--- config.mk ---
export PLATFORM = sky130hd
export DESIGN_NAME = seq_div32
export DESIGN_NICKNAME = d
export VERILOG_FILES = /design/src/rtl/div_pkg.sv /design/src/rtl/sub_cla.sv /design/src/rtl/seq_div32.sv
export SDC_FILE = /design/constraint.sdc
export NUM_CORES = 1
export LEC_CHECK = 0
export CORE_MARGIN = 10
export CORE_UTILIZATION = 50
export DETAILED_ROUTE_END_ITERATION = 16
export PLACE_DENSITY = 0.75
export SLEW_MARGIN = 20
export SYNTH_ARGS = -nofsm -noshare
export SYNTH_HDL_FRONTEND = slang
export SYNTH_SLANG_ARGS = --single-unit
--- constraint.sdc ---
create_clock -name clk -period 4.02 [get_ports clk]
set_input_delay 0.603 -clock clk [delete_from_list [all_inputs] [get_ports clk]]
set_output_delay 0.603 -clock clk [all_outputs]
set_load 0.1 [all_outputs]
--- src/rtl/div_pkg.sv ---
// div_pkg: shared types and constants for the sequential divider.
//   div_state_e       - divider FSM states
//   DIV_WIDTH_DEFAULT - default operand/result width
//   cnt_width()       - iteration counter width for a given operand width
package div_pkg;

  typedef enum logic [1:0] {
    IDLE = 2'd0,
    CALC = 2'd1,
    DONE = 2'd2
  } div_state_e;

  localparam int DIV_WIDTH_DEFAULT = 32;

  function automatic int cnt_width(input int width);
    return (width > 1) ? $clog2(width) : 1;
  endfunction

endpackage

--- src/rtl/sub_cla.sv ---
// cla4: 4-bit carry-lookahead adder cell.
//   a, b  in  4  addends
//   c_in  in  1  carry in
//   sum   out 4  sum
//   c_out out 1  carry out
//
// sub_cla: N-bit subtractor a - b built as a ripple of cla4 cells,
// computed as a + ~b + 1.
//   a, b      in  N  minuend, subtrahend
//   diff      out N  a - b (mod 2^N)
//   carry_out out 1  1 when a >= b (no borrow)
module cla4 (
  input  logic [3:0] a,
  input  logic [3:0] b,
  input  logic       c_in,
  output logic [3:0] sum,
  output logic       c_out
);

  logic [3:0] g;
  logic [3:0] p;
  logic [4:0] c;

  assign g = a & b;
  assign p = a ^ b;

  assign c[0] = c_in;
  assign c[1] = g[0] | (p[0] & c_in);
  assign c[2] = g[1] | (p[1] & g[0]) | (p[1] & p[0] & c_in);
  assign c[3] = g[2] | (p[2] & g[1]) | (p[2] & p[1] & g[0])
              | (p[2] & p[1] & p[0] & c_in);
  assign c[4] = g[3] | (p[3] & g[2]) | (p[3] & p[2] & g[1])
              | (p[3] & p[2] & p[1] & g[0])
              | (p[3] & p[2] & p[1] & p[0] & c_in);

  assign sum   = p ^ c[3:0];
  assign c_out = c[4];

endmodule

module sub_cla #(
  parameter int N = 33
) (
  input  logic [N-1:0] a,
  input  logic [N-1:0] b,
  output logic [N-1:0] diff,
  output logic         carry_out
);

  localparam int NP = ((N + 3) / 4) * 4;
  localparam int NC = NP / 4;

  logic [NP-1:0] a_pad;
  logic [NP-1:0] b_inv;
  logic [NP-1:0] sum;
  logic [NC:0]   carry;

  // Pad bits see a=0 and ~b=1, so they pass the bit-N carry through unchanged.
  assign a_pad    = NP'(a);
  assign b_inv    = ~(NP'(b));
  assign carry[0] = 1'b1;

  for (genvar i = 0; i < NC; i++) begin : g_cell
    cla4 u_cla4 (
      .a     (a_pad[4*i +: 4]),
      .b     (b_inv[4*i +: 4]),
      .c_in  (carry[i]),
      .sum   (sum[4*i +: 4]),
      .c_out (carry[i+1])
    );
  end

  assign diff = sum[N-1:0];

  if (NP > N) begin : g_pad
    // Each pad sum bit equals ~carry(N) and the final carry equals carry(N),
    // so this is exactly the carry out of bit N-1.
    assign carry_out = carry[NC] & ~(|sum[NP-1:N]);
  end else begin : g_nopad
    assign carry_out = carry[NC];
  end

endmodule

--- src/rtl/seq_div32.sv ---
// seq_div32: unsigned multi-cycle restoring divider, one quotient bit per clock.
//   clk          in  1      clock, rising edge
//   rst_n        in  1      asynchronous active-low reset
//   start_in     in  1      request, accepted while ready_o=1
//   dividend_in  in  WIDTH  dividend, sampled on accept
//   divisor_in   in  WIDTH  divisor, sampled on accept
//   ready_o      out 1      idle, can accept
//   done_o       out 1      one-cycle pulse, results valid
//   quotient_o   out WIDTH  quotient (all-ones on divide by zero)
//   remainder_o  out WIDTH  remainder (dividend on divide by zero)
//   div_zero_o   out 1      divisor was zero
//
// state | meaning
// IDLE  | ready_o=1, waiting for start_in
// CALC  | one subtract-and-shift iteration per cycle, WIDTH cycles
// DONE  | done_o=1 for one cycle, results valid
module seq_div32
  import div_pkg::*;
#(
  parameter int WIDTH = DIV_WIDTH_DEFAULT
) (
  input  logic             clk,
  input  logic             rst_n,
  input  logic             start_in,
  input  logic [WIDTH-1:0] dividend_in,
  input  logic [WIDTH-1:0] divisor_in,
  output logic             ready_o,
  output logic             done_o,
  output logic [WIDTH-1:0] quotient_o,
  output logic [WIDTH-1:0] remainder_o,
  output logic             div_zero_o
);

  localparam int            CW   = cnt_width(WIDTH);
  localparam logic [CW-1:0] LAST = CW'(WIDTH - 1);

  div_state_e       state_q;
  div_state_e       state_d;
  logic             accept;
  logic             calc_last;
  logic [CW-1:0]    cnt_q;
  logic [WIDTH-1:0] rem_q;
  logic [WIDTH-1:0] quot_q;
  logic [WIDTH-1:0] divisor_q;

  logic [WIDTH:0]   shifted_rem;
  logic [WIDTH:0]   trial_diff;
  logic             trial_carry;
  logic             no_borrow;
  logic [WIDTH-1:0] rem_next;
  logic [WIDTH-1:0] quot_next;

  // The shifted remainder is WIDTH+1 bits so the bit leaving rem still takes
  // part in the compare; divisors >= 2^(WIDTH-1) would overflow otherwise.
  assign shifted_rem = {rem_q, quot_q[WIDTH-1]};

  sub_cla #(
    .N (WIDTH + 1)
  ) u_sub (
    .a         (shifted_rem),
    .b         ({1'b0, divisor_q}),
    .diff      (trial_diff),
    .carry_out (trial_carry)
  );

  // Without a borrow the difference is below the divisor, so its MSB is zero;
  // including it changes nothing and keeps the whole difference in use.
  assign no_borrow = trial_carry & ~trial_diff[WIDTH];
  assign rem_next  = no_borrow ? trial_diff[WIDTH-1:0] : shifted_rem[WIDTH-1:0];
  assign quot_next = {quot_q[WIDTH-2:0], no_borrow};

  always_ff @(posedge clk or negedge rst_n) begin
    if (!rst_n) begin
      state_q <= IDLE;
    end else begin
      state_q <= state_d;
    end
  end

  always_comb begin
    state_d   = state_q;
    accept    = 1'b0;
    calc_last = 1'b0;
    case (state_q)
      IDLE: begin
        if (start_in) begin
          accept  = 1'b1;
          state_d = (divisor_in == '0) ? DONE : CALC;
        end
      end
      CALC: begin
        if (cnt_q == LAST) begin
          calc_last = 1'b1;
          state_d   = DONE;
        end
      end
      DONE: begin
        state_d = IDLE;
      end
      default: begin
        state_d = IDLE;
      end
    endcase
  end

  assign ready_o = (state_q == IDLE);
  assign done_o  = (state_q == DONE);

  always_ff @(posedge clk or negedge rst_n) begin
    if (!rst_n) begin
      cnt_q       <= '0;
      rem_q       <= '0;
      quot_q      <= '0;
      divisor_q   <= '0;
      quotient_o  <= '0;
      remainder_o <= '0;
      div_zero_o  <= 1'b0;
    end else if (accept) begin
      divisor_q  <= divisor_in;
      cnt_q      <= '0;
      div_zero_o <= 1'b0;
      if (divisor_in == '0) begin
        quotient_o  <= '1;
        remainder_o <= dividend_in;
        div_zero_o  <= 1'b1;
      end else begin
        rem_q  <= '0;
        quot_q <= dividend_in;
      end
    end else if (state_q == CALC) begin
      rem_q  <= rem_next;
      quot_q <= quot_next;
      if (calc_last) begin
        cnt_q       <= '0;
        quotient_o  <= quot_next;
        remainder_o <= rem_next;
      end else begin
        cnt_q <= cnt_q + 1'b1;
      end
    end
  end

endmodule

### Yosys cells after proc, flatten, opt, wreduce, memory -nomap -nowiden

Cells that the tools add are included.

| storage, ports and cells | value |
|---|---|
| bits in latches | 0 |
| input bits | 67 |
| logic and storage cells | 313 |
| register bits after elaboration | 168 |
| memory bits (writable) | 0 |
| bits in read-only memories | 0 |
| memories | 0 |
| output and inout port bits | 67 |

| cells by class | value |
|---|---|
| bitwise logic cells | 262 |
| shift operators | 0 |
| equal/unequal tests | 7 |
| $lt $le $gt $ge | 0 |
| muxes and demuxes | 27 |
| $add $sub $neg | 1 |
| div/mod/pow operators | 0 |
| multiply operators | 0 |
| reduce and logical (&&, ||, !) cells | 8 |

Operators by type and width:

| cell | number |
|---|---|
| 2-to-1 mux 32 bit | 15 |
| bitwise AND 1 bit | 142 |
| OR 1 bit | 90 |
| XOR 4 bit | 17 |
| NOT 32 -> 36 bit | 1 |
| bitwise AND 4 bit | 8 |
| logical NOT 32 bit | 1 |
| 2-to-1 mux 5 bit | 3 |
| 2-to-1 mux 2 bit | 3 |
| != test 2 bit (second input constant) | 3 |
| adder 5 x 1 -> 5 bit (second input constant) | 1 |
| == test 5 bit (second input constant) | 1 |
| 2-to-1 mux 1 bit | 5 |
| bitwise AND 1 x 4 -> 4 bit | 1 |
| one-hot mux 2 bit (2 select lines) | 1 |
| AND reduction 2 bit | 2 |
| nonzero test 2 bit | 2 |
| XOR 1 x 4 -> 4 bit | 1 |
| AND reduction 3 bit | 1 |
| OR reduction 3 bit | 1 |
| == test 2 x 1 -> 1 bit (second input constant) | 1 |
| == test 2 bit (second input constant) | 1 |
| logical NOT 2 bit | 1 |
| != test 2 x 1 -> 1 bit (second input constant) | 1 |
| NOT 1 bit | 2 |

### Logic depth before layout (Yosys ltp)

Gate-level depths: netlist (run 1).

| logic depth | value |
|---|---|
| depth after elaboration | 32 |
| gate-level depth with buffers | 14 |
| gate-level depth less buffers | 14 |

### By module

From an unflattened synthesis (run 1), not the netlist that was laid out.

| unflattened totals | value |
|---|---|
| cells, all modules | 815 |
| area, all modules | 8966.1 µm² |

Modules (own cells, without submodules):

| module | area each (µm²) | cells each | sequential area each (µm²) | instances |
|---|---|---|---|---|
| seq_div32 | 7551.0 | 642 | 4204.0 | 1 |
| cla4 (u_sub.g_cell[0].u_cla4 ...) | 147.6 | 17 | 0.0 | 5 |
| cla4 (u_sub.g_cell[5].u_cla4 ...) | 132.6 | 13 | 0.0 | 4 |
| sub_cla | 146.4 | 36 | 0.0 | 1 |

### Least setup slack after synthesis (run 1)

Ideal clock, no wire load.

| path | value |
|---|---|
| path type | register to register |
| start point | register state_q[0] |
| end point | register quotient_o[14] |
| library setup time | 67 ps |
| clock period less this slack | 3404 ps |
| setup slack | 616 ps |
| required time | 3953 ps |
| buffers on the path | 2 |
| arrival | 3337 ps |
| cell stages (with the launch flop) | 9 |
| cells stage by stage | dfrtp_1 > nor2_1 > nand2_1 > nor2_1 > nor2_1 > clkinv_1 > clkbuf_1 > buf_1 > o22a_1 |

| between the ends | value |
|---|---|
| longest elaborated chain between the ends | 4 |
| elaborated cells between the ends (all ways) | 9 |
| those cells by class | eq/ne: 2; mux: 3; reduce/logical: 4 |

RTL lines:

| item | RTL line | text |
|---|---|---|
| start: declaration | seq_div32.sv:37 | `div_state_e state_q;` |
| start signal: assignment | seq_div32.sv:76 | `state_q <= state_d;` |
| logical NOT 2 bit (*) | -- |  |
| net ready_o | seq_div32.sv:27 | `output logic ready_o,` |
| 2-to-1 mux 1 bit (*) | seq_div32.sv:84 | `case (state_q)` |
| != test 2 x 1 -> 1 bit (no line) or nonzero test 2 bit (tied branches) | -- |  |
| AND reduction 3 bit (no line) | -- |  |
| end signal: assignment | seq_div32.sv:135 | `quotient_o <= quot_next;` |
| end: declaration | seq_div32.sv:29 | `output logic [WIDTH-1:0] quotient_o,` |

The timed path passes the listed nets; every way through them passes the cells marked *.
A chain may end at the register's enable or synchronous reset.

### Worst setup path after layout (run 1)

| path | value |
|---|---|
| start point | register rem_q[4] |
| end point | register remainder_o[1] |

| between the ends | value |
|---|---|
| longest elaborated chain between the ends | 28 |
| elaborated cells between the ends (all ways) | 40 |
| those cells by class | mux: 4; bitwise: 35; reduce/logical: 1 |

RTL lines:

| item | RTL line | text |
|---|---|---|
| start: declaration | seq_div32.sv:42 | `logic [WIDTH-1:0] rem_q;` |
| start signal: assignment | seq_div32.sv:131 | `rem_q <= rem_next;` |
| bitwise AND 4 bit or XOR 4 bit (tied branches) | sub_cla.sv:24, sub_cla.sv:25 |  |
| bitwise AND 1 bit, on equally long branches | sub_cla.sv:32, sub_cla.sv:33, sub_cla.sv:34 |  |
| OR 1 bit, or another cell as far along | sub_cla.sv:32 | `assign c[4] = g[3] \| (p[3] & g[2]) \| (p[3] & p[2] & g[1])` |
| OR 1 bit or bitwise AND 1 bit (tied branches) | sub_cla.sv:33, sub_cla.sv:34 |  |
| OR 1 bit (*) | sub_cla.sv:34 | `\| (p[3] & p[2] & p[1] & p[0] & c_in);` |
| bitwise AND 1 bit (*) | sub_cla.sv:34 |  |
| OR 1 bit (*) | sub_cla.sv:34 |  |
| bitwise AND 1 bit (*) | sub_cla.sv:34 |  |
| [12 not listed] | -- |  |
| OR reduction 3 bit | sub_cla.sv:78 | `assign carry_out = carry[NC] & ~(\|sum[NP-1:N]);` |
| NOT 1 bit | sub_cla.sv:78 |  |
| bitwise AND 1 bit | sub_cla.sv:78 |  |
| bitwise AND 1 bit (*) | seq_div32.sv:68 | `assign no_borrow = trial_carry & ~trial_diff[WIDTH];` |
| 2-to-1 mux 32 bit (*) | seq_div32.sv:69 | `assign rem_next = no_borrow ? trial_diff[WIDTH-1:0] : shifted_rem[WIDTH-1:0];` |
| 2-to-1 mux 32 bit (*) | seq_div32.sv:133 | `if (calc_last) begin` |
| 2-to-1 mux 32 bit (*) | seq_div32.sv:130 | `end else if (state_q == CALC) begin` |
| 2-to-1 mux 32 bit (*) | seq_div32.sv:118 | `end else if (accept) begin` |
| end signal: assignment | seq_div32.sv:124 | `remainder_o <= dividend_in;` |
| end signal: assignment | seq_div32.sv:136 | `remainder_o <= rem_next;` |
| end: declaration | seq_div32.sv:30 | `output logic [WIDTH-1:0] remainder_o,` |

Every way passes the cells marked *; elsewhere a longest branch is shown, timed or not. The select of a mux whose other input is x is not followed.

==> summary.txt, run 1 <==
Floorplanning
  • Initial Utilization: 0.506
  • Ports: 134
  • Die Ht: 152 µm
  • # rows: 48
  • Core Area: 17200 µm²
  • Die ar.: around 23000 µm²
  • Die width: approximately 150 µm

Place
  • I/O Buffers: between 100 and 150
  • Post-DP HPWL: 17300 µm
  • DP Area: ~10000 µm²
  • Placer congestion estimate: 0.887
  • Place WS: ~290 ps

Layout
  • Post-Layout Inst Area: 10800 µm²
  • ANT cells: 0
  • Syn-to-layout area delta: 24.2%
  • # nets final: 1136
  • # fillers: 1472
  • Layout cells sized above 1: 0.0722

Logic synthesis
  • Synth Area per Inst: roughly 9.6 µm²
  • Distinct cells, synth: 55
  • Main area contributors after synthesis: dfrtp_1 (48%), nand2_1 (6.5%), o21ai_0 (5.4%), ha_1 (5.0%), o22a_1 (3.2%)
  • Syn nets: ~1000
  • Mapped Area: 8690 µm²
  • Asr flop ratio synth: 1.00
  • #FFs+latches synth: approximately 170
  • Ys Warns: 0
  • Share of the synthesized area in the top cell type: 0.484
  • Post-synth EDFFs: 0
  • Yosys top cell by area: dfrtp_1
  • Post-synthesis cell count: between 900 and 1000
  • Ys flop type: dfrtp_1
  • Register area share after synthesis: 0.484

Global routing
  • Vias in the first global route: 7013
  • Total GRT Usage: 0.202
  • Largest net degree at the start of global routing: 111
  • First-pass GRT wire length: 38500 µm
  • Global route overflow: 0
  • Initial antenna violation count: 1

Clock tree
  • Clock sink count: 168
  • Clock Latency Late Sink: 430 ps
  • Clock Pin Slew Worst Setup and Hold Paths: 60 ps
  • Post-cts resize count: 0
  • Hold-fix buffers at CTS: 0
  • Root buffer cell: clkbuf_16
  • Bufs on Longest Clock Path: 2
  • CTS buffer count: 17
  • # H-tree levels: 4
  • Postcts setup bufs: 0
  • CTS tree: done

STA
  • Fin crit period: 3730 ps
  • Slew @ Worst Pin: ~1100 ps
  • Final hold slack: about 330 ps
  • Post-layout worst setup margin: between 200 and 300 ps
  • Max-slew violation count: 0
  • Slew headroom: 0.296
  • Setup repair after global routing missed its margin: no
  • Clock Skews: 7.88 ps
  • Final Cycle Share: 0.927
  • F_max: 268 MHz
  • Total negative slack: 0 ps
  • # setup viols final: 0
  • Final hold vios: 0

Routing
  • Final wirelength: 23500 µm
  • Antenna viol nets, final: 0
  • Vias: around 7300
  • Pre-antenna DRT Iters: 5
  • Vias per Instance: 5.76
  • Initial drt markers: 633
  • DRC Markers: 0
  • DR WL/cell: between 15 and 20 µm

Worst setup path
  • Type of the worst setup path: register to register
  • CP Launch Type: register
  • CP endpoint kind: register
  • WP data arrival: roughly 4000 ps
  • Worst Path Required: 4310 ps
  • Critical Path Fanout Max: 13
  • Reg2reg setup slack: 290 ps

Job
  • Max-Cap Viols: 0

Outcome
  • Status: completed

Worst hold path
  • Min-delay worst type: primary input to async pin
==> metal layers <==
metal,part of all wire,wire (µm),up-vias,track usage
li1,-,-,3448,-
met1,0.47,11100,3525,0.288
met2,0.45,10600,277,0.298
met3,0.061,1440,27,0.0440
met4,0.016,367,2,0.0679
met5,0.00076,18,-,0
==> cell families after synthesis <==
logic type | count (synthesis) | synth area share
mux | 28 | 0.0341
simple gates | 293 | 0.154
flops | 168 | 0.484
compound gates | 257 | 0.188
fa+ha+maj | 42 | 0.0665
buf+inv | 96 | 0.0440
xor+xnor | 26 | 0.0305
==> synth_stat cells (9+ instances only) <==
cell	n
nand2_1	150
ha_1	35
o21ai_0	94
clkbuf_1	47
mux2i_1	24
nor4_1	9
a31oi_1	33
or3_1	26
dfrtp_1	168
xor2_1	13
o22a_1	32
nor2_1	57
xnor2_1	11
nand4_1	12
inv_1	40
a21oi_1	51
==> sequential cells by signal, indices dropped and copies added, names as in the netlist <==
name / cells
rem_q: 32
cnt_q: 5
quotient_o: 32
quot_q: 32
remainder_o: 32
divisor_q: 32
state_q: 2
div_zero_o: 1
==> stage by stage <==
stage	instances	util
after global routing	1264	0.628
after global placement	1232	0.597
final	1264	0.628
after detailed placement	1232	0.597
after floorplan	910	-
after CTS	1263	0.628
==> critical path: stages, from the launching register on <==
cell and delay [ps]:
dfrtp_1 440, ha_1 380, a21oi_1 140, o21ai_1 100
a221o_1 370, a211oi_1 470, a31o_2 290, mux2i_4 150
xnor2_2 810, mux2i_1 330, a21oi_1 100
==> cells in the final DEF (no fill, tap or decap), types with 17 or more instances in the layout <==
cell             instances
buf_4                   18
inv_1                   40
ha_1                    35
a31oi_1                 33
mux2i_1                 24
dfrtp_1                168
clkbuf_16               17
o22a_1                  32
nor2_1                  56
or3_1                   26
nand2_1                149
o21ai_0                 94
a21oi_1                 50
clkdlybuf4s50_1        131
==> area by class of cell <==
cell class              instances  area [µm²]  share of cell area
clock buffers                  23         468              0.0433
well taps                     225         282              0.0261
multi-input cells             647        4140               0.384
clock inverters                 8        50.0             0.00464
flip-flops and latches        168        4200               0.389
repair buffers                152        1500               0.139
inverters                      41         154              0.0143
==> path summary, 6_finish.rpt <==
kind | start | to | cells after the start
min in group clk | div_zero_o | div_zero_o | 1
setup reg to reg | rem_q[4] | remainder_o[1] | 10
hold / removal | rst_n | quotient_o[25] | 1
setup / recovery | rem_q[4] | remainder_o[1] | 10
hold reg to reg | div_zero_o | div_zero_o | 1
max in group asynchronous | rst_n | rem_q[17] | 2
Power of run 1 is left out: the tool's default activity adds up to more than one toggle a clock period on the data nets, which glitch-free logic cannot reach.
==> run 2, diff against run 1 <==
--- a/config.mk
+++ b/config.mk
@@ -7,6 +7,7 @@
 export LEC_CHECK = 0
 export CORE_MARGIN = 10
 export CORE_UTILIZATION = 50
+export CTS_CLUSTER_DIAMETER = 50
 export DETAILED_ROUTE_END_ITERATION = 16
 export PLACE_DENSITY = 0.75
 export SLEW_MARGIN = 20
==> results of run 2 <==
Same layout as run 1: the final DEF is identical, and so are final timing and power.
Power of run 2 is left out for the same reason.
